[src/rtl/csa_pipe_adder.sv]
// Pipelined carry-select adder. Each stage resolves BLOCKS_PER_STAGE blocks of BLOCK bits
// and registers the partial sum and running carry; a global stall provides valid/ready flow control.
module csa_pipe_adder #(
  parameter int WIDTH            = 64,
  parameter int BLOCK            = 8,
  parameter int BLOCKS_PER_STAGE = 2
) (
  input  logic             clk,
  input  logic             rst,
  input  logic             in_valid,
  output logic             in_ready,
  input  logic [WIDTH-1:0] a,
  input  logic [WIDTH-1:0] b,
  input  logic             c_in,
  output logic             out_valid,
  input  logic             out_ready,
  output logic [WIDTH-1:0] sum,
  output logic             c_out,
  output logic             overflow
);

  localparam int GROUP  = (BLOCK * BLOCKS_PER_STAGE < 1) ? 1 : BLOCK * BLOCKS_PER_STAGE;
  localparam int STAGES = (WIDTH / GROUP < 1) ? 1 : WIDTH / GROUP;

  if (WIDTH < 1 || BLOCK < 1 || BLOCKS_PER_STAGE < 1) begin : g_bad_param
    $error("csa_pipe_adder: WIDTH, BLOCK and BLOCKS_PER_STAGE must all be >= 1");
  end else if (WIDTH % (BLOCK * BLOCKS_PER_STAGE) != 0) begin : g_bad_width
    $error("csa_pipe_adder: WIDTH must be a multiple of BLOCK*BLOCKS_PER_STAGE");
  end

  // Stage registers
  logic [STAGES-1:0]            valid_q;
  logic [STAGES-1:0]            carry_q;
  logic [STAGES-1:0][WIDTH-1:0] a_q;
  logic [STAGES-1:0][WIDTH-1:0] b_q;
  logic [STAGES-1:0][WIDTH-1:0] sum_q;
  logic                         overflow_q;

  // Next-state values; valid/a/b are simply the stage inputs forwarded
  logic [STAGES-1:0]            valid_d;
  logic [STAGES-1:0]            carry_d;
  logic [STAGES-1:0][WIDTH-1:0] a_d;
  logic [STAGES-1:0][WIDTH-1:0] b_d;
  logic [STAGES-1:0][WIDTH-1:0] sum_d;
  logic                         overflow_d;

  logic [STAGES-1:0]            carry_in;
  logic [STAGES-1:0][WIDTH-1:0] sum_in;

  logic advance;

  assign advance   = !valid_q[STAGES-1] || out_ready;
  assign in_ready  = advance;
  assign out_valid = valid_q[STAGES-1];
  assign sum       = sum_q[STAGES-1];
  assign c_out     = carry_q[STAGES-1];
  assign overflow  = overflow_q;

  // Stage 0 takes the ports; every later stage takes its predecessor's registers.
  always_comb begin
    // NOTE: every variable gets a default before any conditional/loop write, so no latch is inferred.
    valid_d  = '0;
    a_d      = '0;
    b_d      = '0;
    carry_in = '0;
    sum_in   = '0;
    valid_d[0]  = in_valid;
    a_d[0]      = a;
    b_d[0]      = b;
    carry_in[0] = c_in;
    for (int s = 1; s < STAGES; s++) begin
      valid_d[s]  = valid_q[s-1];
      a_d[s]      = a_q[s-1];
      b_d[s]      = b_q[s-1];
      carry_in[s] = carry_q[s-1];
      sum_in[s]   = sum_q[s-1];
    end
  end

  // Carry-select resolution: both candidate block sums are formed independently of the
  // incoming carry, which then ripples only through the per-block selects.
  always_comb begin
    logic [BLOCK:0] cand0;
    logic [BLOCK:0] cand1;
    logic           c;
    int             lo;
    sum_d   = sum_in;
    carry_d = '0;
    cand0   = '0;
    cand1   = '0;
    c       = 1'b0;
    lo      = 0;
    for (int s = 0; s < STAGES; s++) begin
      c = carry_in[s];
      for (int j = 0; j < BLOCKS_PER_STAGE; j++) begin
        lo    = s * GROUP + j * BLOCK;
        cand0 = {1'b0, a_d[s][lo +: BLOCK]} + {1'b0, b_d[s][lo +: BLOCK]};
        cand1 = {1'b0, a_d[s][lo +: BLOCK]} + {1'b0, b_d[s][lo +: BLOCK]} + (BLOCK+1)'(1);
        sum_d[s][lo +: BLOCK] = c ? cand1[BLOCK-1:0] : cand0[BLOCK-1:0];
        c = c ? cand1[BLOCK] : cand0[BLOCK];
      end
      carry_d[s] = c;
    end
    // Carry into the MSB is recovered inside the final block as a^b^sum at bit WIDTH-1.
    overflow_d = a_d[STAGES-1][WIDTH-1] ^ b_d[STAGES-1][WIDTH-1]
               ^ sum_d[STAGES-1][WIDTH-1] ^ carry_d[STAGES-1];
  end

  always_ff @(posedge clk or posedge rst) begin
    // NOTE: sequential state uses non-blocking assignments so all stages update from pre-edge values.
    if (rst) begin
      // NOTE: data registers are reset as well so sum/c_out/overflow read 0 out of reset.
      valid_q    <= '0;
      carry_q    <= '0;
      a_q        <= '0;
      b_q        <= '0;
      sum_q      <= '0;
      overflow_q <= 1'b0;
    end else if (advance) begin
      valid_q    <= valid_d;
      carry_q    <= carry_d;
      a_q        <= a_d;
      b_q        <= b_d;
      sum_q      <= sum_d;
      overflow_q <= overflow_d;
    end
  end

  // The last stage's operand copies have no consumer.
  logic unused_last_operands;
  assign unused_last_operands = ^{a_q[STAGES-1], b_q[STAGES-1]};

endmodule
[config.mk]
export PLATFORM = sky130hd
export DESIGN_NAME = csa_pipe_adder
export DESIGN_NICKNAME = d
export VERILOG_FILES = /design/src/rtl/csa_pipe_adder.sv
export SDC_FILE = /design/constraint.sdc
export NUM_CORES = 1
export LEC_CHECK = 0
export CAP_MARGIN = 20
export CELL_PAD_IN_SITES_DETAIL_PLACEMENT = 0
export CELL_PAD_IN_SITES_GLOBAL_PLACEMENT = 2
export CORE_MARGIN = 2
export CORE_UTILIZATION = 37
export DETAILED_ROUTE_END_ITERATION = 8
export MAX_ROUTING_LAYER = met4
export PLACE_DENSITY = 0.94
export SLEW_MARGIN = 20
export SYNTH_ARGS = -nofsm -noshare
export SYNTH_HDL_FRONTEND = slang
export SYNTH_SLANG_ARGS = --single-unit
[constraint.sdc]
create_clock -name clk -period 37.1 [get_ports clk]
set_input_delay 7.42 -clock clk [delete_from_list [all_inputs] [get_ports clk]]
set_output_delay 7.42 -clock clk [all_outputs]
set_load 0.03 [all_outputs]
Yosys cells after proc, flatten, opt, wreduce, memory -nomap -nowiden
Index checks and enable logic that the tools add are counted.
- $add $sub $neg: 16
- $mul: 0
- div/mod/pow operators: 0
- $lt $le $gt $ge: 0
- eq/ne operators: 0
- shifts and indexed selects: 0
- multiplexer cells: 16
- bitwise logic cells: 3
- reduce and logical (&&, ||, !) cells: 2
- operators by type and width (cell ; count):
    adder 8 x 8 -> 9 bit ; 8
    adder 9 x 1 -> 9 bit, second input constant ; 8
    two-way mux 8 bit ; 8
    two-way mux 1 bit ; 8
    XOR 1 bit ; 3
    logical NOT 1 bit ; 1
    logical OR 1 bit ; 1
- register bits after elaboration: 553
- bits in latches: 0
- RAM bits: 0
- bits in read-only memories: 0
- input port bits: 133
- output and inout bits: 68
- word-level logic and storage cells: 50
- memories: 0

Depth between registers and ports, before layout
- word-level depth: 6
- depth in mapped cells: 12
- gate-level depth less buffers: 12

Least setup slack after synthesis
No wires, ideal clock.
- path kind: in2out
- start point: in out_ready
- end point: out in_ready
- arrival: 8.419 ns
- required time: 29.680 ns
- path slack: 21.261 ns
- stages on the path: 5
- path buffers: 3
- path through: nor2b_1 > clkbuf_1 > inv_2 > clkbuf_1 > clkbuf_1
- cells in the longest elaborated chain, start to end: 1
- ends and longest elaborated chain (item ; line ; source):
    start, declared ; 16 ; input logic out_ready,
    logical OR 1 bit ; 52 ; assign advance = !valid_q[STAGES-1] || out_ready;
    end, declared ; 11 ; output logic in_ready,
Every way passes these cells.

Worst setup path in the final report
Ends and elaborated chain as after synthesis.

==> flow_metrics.env <==
export IMPL_overflow=0
export IMPL_die_area_um2=48300
export IMPL_dr_pass1_iters=5
export IMPL_final_nets=2365
export IMPL_worst_slack_ns=19.76
export IMPL_grt_max_degree=184
export IMPL_synth_fp_nets=2198
export IMPL_drv_cap=0
export IMPL_worst_skew_pair_late_latency_ns=0.56
export IMPL_ys_async_sr_fraction=1.00
export IMPL_cts_buffers=41
export IMPL_power_density_nw_per_um2=92.8
export IMPL_clock_sink_count=361
export IMPL_ys_ff_latch=361
export IMPL_cts_tree="yes"
export IMPL_grt_pass1_wl_mm=63.7
export IMPL_postCtsHoldBufs=0
export IMPL_start_util=0.373
export IMPL_final_antenna_net_count=0
export IMPL_critPathSlowestCell="nor2b_4"
export IMPL_cts_buffer_depth=3
export IMPL_holdCritPathClass="reg2reg"
export IMPL_vias=13300
export IMPL_relSlewSlack=0.304
export IMPL_worstPathArrival_ns=9.92
export IMPL_dpl_cell_area_um2=19800
export IMPL_ir_drop_v=0.0000498
export IMPL_grt_total_usage=0.165
export IMPL_routabilityCongestion=0.794
export IMPL_netlist_instances=1985
export IMPL_critPathKind="in2out"
export IMPL_grt_pass1_vias=13000
export IMPL_dp_hpwl_mm=25.8
export IMPL_worst_hold_slack_ns=0.460
export IMPL_syn_area_um2=17200
export IMPL_yosys_warnings=0
export IMPL_hold_violations=0
export IMPL_r2r_start="a_d[240]"
export IMPL_antenna_found_initial=1
export IMPL_drc=0
export IMPL_setup_viol=0
export IMPL_fill_cells=4554
export IMPL_crit_path_cell_trace="clkdlybuf4s50_1 > nor2b_4 > inv_8 > clkdlybuf4s50_1"
export IMPL_p_leak_nw=10.4
export IMPL_min_period_ns=17.34
export IMPL_cp_buffers_inverters=3
export IMPL_synthTopCellsByCount="nand2_1, dfrtp_1, ha_1"
export IMPL_synth_avg_cell_area_um2=8.69
export IMPL_synth_distinct_cells=63
export IMPL_postLayoutCellArea_um2=21300
export IMPL_ioPinCount=201
export IMPL_post_drt_wl_per_cell_um=13.6
export IMPL_endpoint_kind="output port"
export IMPL_dieWidth_um=220
export IMPL_path_common_cell="clkdlybuf4s50_1"
export IMPL_die_y_um=220
export IMPL_cp_max_fo=141
export IMPL_status="finished clean"
export IMPL_timing_critical_path_required_ns=29.68
export IMPL_synth_largest_area_cell="dfrtp_1"
export IMPL_critPathTopFamily="buffers and inverters"
export IMPL_fmax_ghz=0.0577
export IMPL_maxSlewViolCount=0
export IMPL_crit_start="out_ready"
export IMPL_area_growth_pct=23.6
export IMPL_yosysMostFrequentCell="nand2_1"
export IMPL_drive_gt1_frac=0.0417
export IMPL_clockRootBuffer="clkbuf_16"
export IMPL_h_tree_depth=2
export IMPL_multiInputGateArea_um2=7790
export IMPL_core_region_area_um2=46300
export IMPL_synth_edff_count=0
export IMPL_rsz0062_at_grt="no"
export IMPL_setup_tns_ns=0
export IMPL_cts_setup_buffers=0
export IMPL_pre_cts_ws_ns=19.65
export IMPL_cts_resized=0
export IMPL_viasPerCell=4.77
export IMPL_path_clk_slew_ns=0.05
export IMPL_seq_area_um2=9030
export IMPL_fp_row_count=79
export IMPL_ys_top_cells_by_area="dfrtp_1, nand2_1, ha_1"
export IMPL_min_period_over_period=0.467
export IMPL_hp_start="sum[35]"
export IMPL_synth_seq_area_share=0.524
export IMPL_max_stage_delay_ns=0.78
export IMPL_worst_pin_slew_ns=1.04
export IMPL_synth_top_flop_cell="dfrtp_1"
export IMPL_io_buffers=200
export IMPL_power_total_w=0.00198
export IMPL_start_kind="primary input"
export IMPL_wl_mm=37.9
export IMPL_finalClockSkew_ns=0.0242
export IMPL_drt_iter0_markers=858
export IMPL_synth_top_area_share=0.524
## cell usage in the layout (no fill, tap or decap), types with 4 or more instances in the layout
cell type / n
or3_1: 10
a21o_1: 21
xor2_1: 32
inv_1: 25
xnor2_1: 51
and3_1: 9
o21bai_1: 18
o21ai_0: 15
a211oi_1: 9
nor2_1: 52
o31ai_1: 9
nor4_1: 9
or4_1: 4
ha_1: 72
clkbuf_8: 10
and4_1: 5
o2111ai_1: 4
nand2b_1: 4
dfrtp_1: 361
clkinv_2: 7
nand2_1: 957
mux2i_1: 6
o211ai_1: 5
a21oi_1: 53
nand4_1: 14
and2_1: 7
buf_4: 6
o21ai_1: 39
nand3_1: 24
a31oi_1: 18
bufinv_16: 7
clkbuf_16: 43
fa_1: 8
nor3_1: 11
clkdlybuf4s50_1: 200
## worst reg2reg max path: stages, from the launching register on
cell and delay, ns:
dfrtp_1 0.38, ha_1 0.25, fa_1 0.54, ha_1 0.21, nand3_1 0.09, a2111oi_1 0.61
o211ai_1 0.20, or4_4 0.56, xor2_2 0.41, nand4_1 0.20, xor2_1 0.22, or4_1 0.40
nand3_1 0.09
## layer usage
metal / GRT usage / wire [um] / share of wire
met2: 0.261 / 17800 / 0.47
met4: 0.0499 / 722 / 0.019
met3: 0.0261 / 1310 / 0.034
met1: 0.221 / 18200 / 0.48
met5: - / 0 / 0
## worst paths after layout
check | end | slack (ns) | cells past startpoint
max in group asynchronous | sum[32] | 28.27 | 4
worst max-delay path | in_ready | 19.76 | 4
worst min-delay path | sum[35] | 0.46 | 2
worst max register to register | overflow | 32.89 | 12
min in group asynchronous | b_d[125] | 7.37 | 2
worst min register to register | sum[35] | 0.46 | 2
## cells by family after synthesis
logic type,Yosys count,share of synthesized area
DFF,361,0.524
xor gates and xnor gates,84,0.0431
adders and majority gates,80,0.0615
buffers and inverters,112,0.0245
AOI/OAI and AO/OA,216,0.0798
and+or+nand+nor,1125,0.262
muxes,7,0.00479
## flip-flops by register name, summed over array words and instances (netlist names)
name / flops
carry_q: 4
sum: 64
b_d: 96
valid_q: 4
sum_d: 96
overflow: 1
a_d: 96
## final cells by class
type / count / area share
multi-input cells: 1512 / 0.366
clock inverters: 18 / 0.0131
well taps: 607 / 0.0356
diodes: 1 / 0.000117
repair buffers: 209 / 0.0988
clock buffers: 55 / 0.0573
flip-flops and latches: 361 / 0.424
inverters: 27 / 0.00546
## power breakdown
part           switching [W]  leakage, nW  internal [W]
clock               0.000163        0.748      0.000280
combinational       0.000524         5.30      0.000347
sequential         0.0000981         4.36      0.000566
total               0.000785         10.4       0.00119
## through the flow
stage                      util  instances
final                     0.461       2790
after global routing      0.461       2790
after CTS                 0.460       2788
after detailed placement  0.428       2715
after global placement    0.428       2715
after floorplan               -       1985
(Power assumes the default switching activity.)
